===== config.mk =====
export PLATFORM = sky130hd
export DESIGN_NAME = button_debounce
export DESIGN_NICKNAME = d
export VERILOG_FILES = /design/src/rtl/button_debounce.sv
export SDC_FILE = /design/constraint.sdc
export NUM_CORES = 1
export LEC_CHECK = 0
export CAP_MARGIN = 20
export CORE_ASPECT_RATIO = 1.2
export CORE_MARGIN = 8
export CORE_UTILIZATION = 35
export DETAILED_ROUTE_END_ITERATION = 8
export GPL_TIMING_DRIVEN = 0
export SYNTH_ARGS = -nofsm -noshare
export SYNTH_HDL_FRONTEND = slang
export SYNTH_SLANG_ARGS = --single-unit

===== constraint.sdc =====
create_clock -name clk -period 3.1 [get_ports clk]
set_clock_uncertainty 0.15 [all_clocks]
set_input_delay 0.62 -clock clk [delete_from_list [all_inputs] [get_ports clk]]
set_output_delay 0.62 -clock clk [all_outputs]
set_load 0.02 [all_outputs]

===== src/rtl/button_debounce.sv =====
// button_debounce: conditions a raw, bouncy, asynchronous push-button pin into
// a clean debounced level with press, release and long-press strobes and a
// wrapping press counter. Single clock domain, synchronous active-high reset.
module button_debounce #(
   parameter int unsigned DEBOUNCE_CYCLES = 480_000,
   parameter int unsigned LONG_CYCLES     = 24_000_000,
   parameter bit          ACTIVE_LOW      = 1'b1
) (
   input  logic       clk,
   input  logic       reset,
   input  logic       btn_raw,
   output logic       btn_state,
   output logic       press_pulse,
   output logic       release_pulse,
   output logic       long_pulse,
   output logic [7:0] press_count
);

   localparam int unsigned DW = $clog2(DEBOUNCE_CYCLES + 1);
   localparam int unsigned HW = $clog2(LONG_CYCLES + 1);

   localparam logic [DW-1:0] DEB_ZERO  = DW'(0);
   localparam logic [DW-1:0] DEB_ONE   = DW'(1);
   localparam logic [DW-1:0] DEB_LAST  = DW'(DEBOUNCE_CYCLES - 1);
   localparam logic [HW-1:0] HOLD_ZERO = HW'(0);
   localparam logic [HW-1:0] HOLD_ONE  = HW'(1);
   localparam logic [HW-1:0] HOLD_LAST = HW'(LONG_CYCLES - 1);
   localparam logic [HW-1:0] HOLD_MAX  = HW'(LONG_CYCLES);

   // Pin level when the button is not pressed.
   localparam logic PIN_IDLE = ACTIVE_LOW;

   typedef enum logic [1:0] {
      IDLE        = 2'd0,
      ARM_PRESS   = 2'd1,
      PRESSED     = 2'd2,
      ARM_RELEASE = 2'd3
   } state_t;

   state_t        state;
   logic [DW-1:0] deb_cnt;
   logic [HW-1:0] hold_cnt;
   logic          sync1;
   logic          sync2;
   logic          sample;

   // Normalised polarity: sample = 1 means the button is pressed.
   assign sample = sync2 ^ PIN_IDLE;

   // Two-flop synchronizer; reset loads the inactive pin level so no edge is seen.
   always_ff @(posedge clk) begin
      if (reset) begin
         sync1 <= PIN_IDLE;
         sync2 <= PIN_IDLE;
      end else begin
         sync1 <= btn_raw;
         sync2 <= sync1;
      end
   end

   // Debounce FSM with hold timer; all outputs are registered here.
   always_ff @(posedge clk) begin
      if (reset) begin
         state         <= IDLE;
         deb_cnt       <= DEB_ZERO;
         hold_cnt      <= HOLD_ZERO;
         btn_state     <= 1'b0;
         press_pulse   <= 1'b0;
         release_pulse <= 1'b0;
         long_pulse    <= 1'b0;
         press_count   <= 8'd0;
      end else begin
         press_pulse   <= 1'b0;
         release_pulse <= 1'b0;
         long_pulse    <= 1'b0;
         case (state)
            IDLE: begin
               if (sample) begin
                  state   <= ARM_PRESS;
                  deb_cnt <= DEB_ONE;
               end else begin
                  deb_cnt <= DEB_ZERO;
               end
            end
            ARM_PRESS: begin
               if (!sample) begin
                  state   <= IDLE;
                  deb_cnt <= DEB_ZERO;
               end else if (deb_cnt == DEB_LAST) begin
                  state       <= PRESSED;
                  deb_cnt     <= DEB_ZERO;
                  btn_state   <= 1'b1;
                  press_pulse <= 1'b1;
                  press_count <= press_count + 8'd1;
                  hold_cnt    <= HOLD_ZERO;
               end else begin
                  deb_cnt <= deb_cnt + DEB_ONE;
               end
            end
            PRESSED, ARM_RELEASE: begin
               // The hold timer runs for the whole press, including release bounce,
               // and saturates so long_pulse can fire only once.
               if (hold_cnt != HOLD_MAX) begin
                  hold_cnt <= hold_cnt + HOLD_ONE;
               end else begin
                  hold_cnt <= hold_cnt;
               end
               if (hold_cnt == HOLD_LAST) begin
                  long_pulse <= 1'b1;
               end else begin
                  long_pulse <= 1'b0;
               end
               if (state == PRESSED) begin
                  if (!sample) begin
                     state   <= ARM_RELEASE;
                     deb_cnt <= DEB_ONE;
                  end else begin
                     deb_cnt <= DEB_ZERO;
                  end
               end else begin
                  if (sample) begin
                     state   <= PRESSED;
                     deb_cnt <= DEB_ZERO;
                  end else if (deb_cnt == DEB_LAST) begin
                     state         <= IDLE;
                     deb_cnt       <= DEB_ZERO;
                     btn_state     <= 1'b0;
                     release_pulse <= 1'b1;
                  end else begin
                     deb_cnt <= deb_cnt + DEB_ONE;
                  end
               end
            end
            default: begin
               state   <= IDLE;
               deb_cnt <= DEB_ZERO;
            end
         endcase
      end
   end

endmodule


# Yosys cells after proc, flatten, opt, wreduce, memory -nomap -nowiden
# Cells that the tools add are included.
# op_classes
addsub,3
n_eq_ne,16
n_mux,27
bitwise,3
reduce_logical,10
# ops
cell,count
two-way mux 19 bit,4
two-way mux 25 bit,3
case mux 19 bit (3 select lines),1
case mux 25 bit (2 select lines),1
adder 25 x 1 -> 25 bit (second input constant),1
equality test 25 bit (second input constant),1
inequality test 25 bit (second input constant),1
adder 19 x 1 -> 19 bit (second input constant),1
equality test 19 bit (second input constant),1
two-way mux 2 bit,7
inequality test 2 bit (second input constant),7
two-way mux 1 bit,9
adder 8 x 1 -> 8 bit (second input constant),1
AND reduction 4 bit,2
inequality test 3 bit (second input constant),2
case mux 2 bit (3 select lines),1
AND reduction 6 bit,1
equality test 2 bit (second input constant),2
inequality test 4 bit (second input constant),1
OR reduction 2 bit,2
OR reduction 4 bit,1
NOT 1 bit,3
AND reduction 3 bit,1
OR reduction 3 bit,1
other kinds (4),4
# totals
regBits,60
input_bits,3
elab_cells,69

# Depth between registers and ports, before layout
# logic_depth
depth_word,5
depth_mapped,8
mapped_depth_nobuf,6

# Worst setup path after synthesis
# No wires, ideal clock.
# synth_timing
path_kind,register -> register
startpoint,register hold_cnt[14]
endpoint,register hold_cnt[16]
setup_time_ns,0.121
arrival_time_ns,2.035
setup_slack_ns,0.794
path_stages_with_launch,7
n_path_buf,1
period_less_slack_ns,2.306
cell_sequence,dfxtp_1 or4_1 or4_4 o21ai_2 buf_6 a211oi_1 mux2_4
# synth_between
elab_chain_len,3
word_cells_on_any_way,6
# synth_rtl
element,line_no,rtl
"start, declared",42,logic [HW-1:0] hold_cnt;
"start signal, assigned",104,hold_cnt <= hold_cnt + HOLD_ONE;
"start signal, assigned",106,hold_cnt <= hold_cnt;
adder 25 x 1 -> 25 bit or inequality test 25 bit (tied branches),"104, 103",
two-way mux 25 bit or inequality test 2 bit (tied branches),--,
case mux 25 bit (2 select lines) or AND reduction 4 bit (tied branches),--,
# Parallel ways exist; a longest one is shown, timed or not. The select of a mux whose other input is x is not followed.
# A chain may end at the register's enable or synchronous reset.

# Worst setup path in the final report
# layout_timing
startpoint,register deb_cnt[13]
endpoint,register hold_cnt[24]
# layout_between
elab_chain_len,3
# layout_rtl
element,line_no,rtl
"start, declared",41,logic [DW-1:0] deb_cnt;
"start signal, assigned",97,deb_cnt <= deb_cnt + DEB_ONE;
"start signal, assigned",130,deb_cnt <= deb_cnt + DEB_ONE;
equality test 19 bit,89,end else if (deb_cnt == DEB_LAST) begin
inequality test 2 bit (no line),--,
AND reduction 4 bit (no line),--,
# No other way between the ends.

==> flow_metrics.py <==
metrics = {
    "timing": {
        "drv_slew": 0,
        "period_share_pct": 86.5,
        "setup_tns_ns": 0,
        "hold_viol": 0,
        "period_needed_ns": 2.68,
        "slew_headroom_pct": 62.5,
        "max_freq_ghz": 0.373,
        "worst_slew_pin_slew_ns": 0.562,
        "rsz0062_at_grt": "no",
        "setup_ws_ns": 0.419,
        "finalSetupViolations": 0,
    },
    "synth": {
        "synth_top_area_cell": "dfxtp_1",
        "synth_edf_count": 0,
        "yosysUniqueCellTypes": 43,
        "synth_area_leaders": "dfxtp_1, a2111o_1, nand2_1",
        "syn_inst": 359,
        "syn_area_um2": 3020,
        "synth_warnings": 0,
        "seq_area_frac_synth_pct": 39.7,
        "syn-num-nets": 366,
        "synthDominantCellAreaShare_pct": 39.7,
        "ys_ff_latch": 60,
        "async_reset_ff_share_pct": 0,
        "syn_area_per_cell_um2": 8.42,
        "synth-main-ff-cell": "dfxtp_1",
    },
    "clock_network": {
        "cts_tree": "done",
        "numCtsBuffers": 9,
        "clockRootBuffer": "clkbuf_8",
        "cts_hold_buf": 0,
        "clock_latency_ns": 0.35,
        "cts_setup_buffers": 0,
        "cts_resized": 0,
        "clock_sinks": 60,
        "ctsHtreeMaxLevel": 3,
        "cts.path.max_buffers": 2,
        "clk_pin_slew_worst_paths_ns": 0.08,
    },
    "global_route": {
        "grt_pass1_vias": 2533,
        "grt_usage_pct": 12.9,
        "antenna_found_initial": 0,
        "grt_overflow": 0,
        "grt_pass1_wl_um": 12400,
        "grt_start_max_net_pins": 14,
    },
    "placement": {
        "gp_congestion": 0.880,
        "hpwl_um": 5260,
        "port_buffers": 14,
        "place_ws_ns": 0.432,
    },
    "power": {
        "p_leak_nw": 1.05,
        "p_total_mw": 1.47,
        "powerDensity_nw_per_um2": 422,
        "ir_drop_v": 0.000221,
    },
    "floorplanning": {
        "ios": 15,
        "coreArea_um2": 8470,
        "die_h_um": 118,
        "floorplan.initialDensity_pct": 35.7,
        "dieWidth_um": 101,
        "die_area_um2": 11900,
        "rows": 37,
    },
    "layout": {
        "area_growth_pct": 15.5,
        "final_common_cell": "dfxtp_1",
        "final_cell_mix": "dfxtp_1, nand2_1, nor2_1, nand3_1, a21oi_1",
        "drive_above_1_share_pct": 7.46,
        "diodes": 0,
        "num-nets-final": 391,
    },
    "worst_setup_path": {
        "startpoint_type": "register",
        "endpoint_kind": "register",
        "crit_fanout": 10,
        "required_ns": 3.23,
        "critPathKind": "register to register",
        "cp.arrival_ns": 2.81,
    },
    "flow_run": {
        "cap_violations": 0,
    },
    "route": {
        "drc": 0,
        "drtPass1Iterations": 5,
        "drt-total-wl_um": 7320,
        "vias": 2729,
        "drt-wirelength-per-cell_um": 14.5,
        "via_per_inst": 5.39,
        "ant_nets": 0,
        "drt_iter0_drc": 106,
    },
    "hold_path": {
        "hold_path.class": "register to register",
    },
    "outcome": {
        "outcome": "finished, final reports clean",
    },
}
[per-stage QoR]
stage               instance area, um^2  utilization [%]  hold slack, ns  instances
CTS                                3490             41.2           0.272        506
global placement                   3310             39.1           0.249        490
finish                             3490             41.2           0.268        506
floorplan                          3020                -           0.239        359
detailed placement                 3310             39.1           0.247        490
global route                       3490             41.2           0.286        506
[final timing paths]
kind	startpoint	slack, ns	endpoint	cells after the start
max	deb_cnt[13]	0.42	hold_cnt[24]	7
max reg2reg	deb_cnt[13]	0.42	hold_cnt[24]	7
min reg2reg	sync1	0.27	sync2	1
min	sync1	0.27	sync2	1
[area by class of cell]
class / instances / area (um^2)
Sequential cell: 60 / 1200
Fill cell: 865 / 4980
Clock inverter: 7 / 57.6
Timing Repair Buffer: 14 / 140
Multi-Input combinational cell: 266 / 1680
Tap cell: 117 / 146
Buffer: 19 / 90.1
Clock buffer: 9 / 124
Inverter: 14 / 52.6
[kinds of logic (layout without fill, tap and decap cells)]
kind of cell               count (synthesis)  count (layout)  share of synthesized area [%]
adders and majority gates                  4               4                           1.66
xor gates and xnor gates                  21              21                           6.08
buffers and inverters                     33              63                           4.72
and+or+nand+nor                          171             171                           29.6
AOI/OAI and AO/OA                         61              61                           15.0
muxes                                      9               9                           3.19
DFF                                       60              60                           39.7
[power by group]
group	leakage, nW	internal (mW)	switching (mW)	total [mW]
Clock	0.0886	0.302	0.359	0.661
Sequential	0.484	0.774	0.00385	0.778
Combinational	0.475	0.0130	0.0230	0.0360
Total	1.05	1.09	0.386	1.47
[worst max-delay path, stage by stage, from the launching register on]
cell,delay (ns)
dfxtp_1,0.36
nor4b_1,0.35
and4_1,0.24
clkbuf_1,0.30
nand3_1,0.28
clkbuf_1,0.32
a211oi_1,0.38
mux2i_1,0.22
[synthesized netlist by cell type, types with 2 or more instances]
library cell	count
nor2_1	33
a211oi_1	4
nor4_1	7
nor2b_1	2
ha_1	4
mux2i_1	7
nand4_1	13
xor2_1	9
nand3_1	22
nand2_1	41
nand2b_1	8
clkbuf_1	14
xnor2_1	12
a2111oi_0	2
buf_6	2
a2111o_1	14
nand4b_1	2
or4_1	7
o31ai_1	2
dfxtp_1	60
buf_2	3
o21ai_0	3
or3_1	5
and3_1	5
and4_1	6
o21ai_1	7
and2_1	5
or2_2	3
o2111ai_1	7
a21oi_1	18
nor3_1	7
inv_1	14
[per-layer routing]
metal	share of wire, %	track usage (%)	vias to the layer above
li1	-	-	1365
met1	44	15.6	1276
met2	49	20.8	72
met3	5.1	3.02	16
met4	1.9	5.88	0
met5	0	0	-
[sequential cells by signal (all words and copies together) (netlist names), named ones only]
signal	cells
sync2	1
release_pulse	1
state	1
hold_cnt	25
press_pulse	1
press_count	8
deb_cnt	19
sync1	1
long_pulse	1
btn_state	1
Power figures use the tool's default switching activity.
==> variant: new RTL, same flow settings <==
Change the parameter `DEBOUNCE_CYCLES` from 480_000 to 120_000.
--- a/src/rtl/button_debounce.sv
+++ b/src/rtl/button_debounce.sv
@@ -2,7 +2,7 @@
 // a clean debounced level with press, release and long-press strobes and a
 // wrapping press counter. Single clock domain, synchronous active-high reset.
 module button_debounce #(
-   parameter int unsigned DEBOUNCE_CYCLES = 480_000,
+   parameter int unsigned DEBOUNCE_CYCLES = 120_000,
    parameter int unsigned LONG_CYCLES     = 24_000_000,
    parameter bit          ACTIVE_LOW      = 1'b1
 ) (
Formal check against the unedited RTL: no difference found for any inputs over 10 cycles, from zero or initial values and one cycle with reset high; that may be too few to reach the edited logic, so the function may still have changed.
==> variant against the original RTL <==
- wire length shrank 19%
- hold slack lost 0.0042 ns
- total power shrank 1.4%
- final area shrank 9.0%
- setup slack gained 0.13 ns
- die area shrank 7.9%
- synthesized area shrank 9.2%
- sequential cell count shrank 2
- via count shrank 13%
==> variant: results (changes against the original RTL) <==
wl_met3_microns: 163  # -56%
hpwl_mm: 4.31  # -18%
wl_met2_mm: 2.94  # -17%
synthAdderAreaFrac_pct: 1.82  # +0.17 points
grt_pass1_vias: 2339  # -7.7%
drtIter0Drc: 57  # -46%
drt-met1-wl_mm: 2.67  # -18%
final_cells: 440  # -13%
place_ws_ns: 0.536  # +0.104 ns
slowest_delay_ns: 0.50  # +0.12 ns
endpoint: "hold_cnt[9]$_SDFFE_PP0P_"
biggestRegsByFlops: "hold_cnt (25), deb_cnt (17), press_count (8)"
dp_cells: 425  # -13%
fillers: 760  # -12%
synth_common_cells: "dfxtp_1 (58), nor2_1 (29), a21oi_1 (23), nand3_1 (23)"
synth_compound_area_share_pct: 14.1  # -0.90 points
status: "finished clean"
portBuffers: 13  # -1
slew_headroom_pct: 53.8  # -8.7 points
synth_seq_area_share_pct: 42.3  # +2.6 points
routabilityCongestion: 0.768  # -13%
syn-instance-count: 320  # -11%
setup.worst_path.start_class: "flop"
met2_usage_pct: 19.9  # -0.90 points
whs_ns: 0.264  # -0.00421 ns
cp_slowest_cell: "o21ai_0"
synth_area_leaders: "dfxtp_1 (42%), xnor2_1 (4.5%), a21oi_1 (4.2%)"
p_leak_nw: 0.977  # -6.7%
synthDistinctLibCells: 40  # -7.0%
drive_above_1_share_pct: 9.48  # +2.0 points
grt_use_met1_pct: 12.0  # -3.6 points
reg2reg_depth: 6  # -1
synthXorXnorAreaFrac_pct: 7.02  # +0.93 points
grt_pass1_wl_mm: 10.4  # -16%
ir_drop_v: 0.000199  # -10%
muxShareOfSynthArea_pct: 1.09  # -2.1 points
grt_max_degree: 11  # -3
post_drt_via_cell_ratio: 5.42  # +0.46%
[variant: cell count changes in the layout (fill, tap and decap cells not counted), sizes merged, moves of 5 or more]
cell,unedited run,this run
inv,18,12
nand2b,8,0
o31ai,2,7
nand2,41,15
a2111o,14,0
a21oi,18,24
and3,5,10
and2,5,0
o2111ai,7,0
or3,5,15
[variant: where the power goes]
group	total (W)	internal, W	switching [W]
logic	0.0000266	0.0000101	0.0000165
clock network	0.000676	0.000386	0.000290
registers	0.000751	0.000748	0.00000259
[variant: final cells by class]
cell class,count,area [sq um],area share (%)
Sequential cell,58,1160,36.6
Multi-Input combinational cell,237,1490,46.8
Clock buffer,12,145,4.57
Buffer,12,50.0,1.58
Tap cell,92,115,3.62
Clock inverter,3,40.0,1.26
Inverter,13,48.8,1.54
Timing Repair Buffer,13,130,4.10
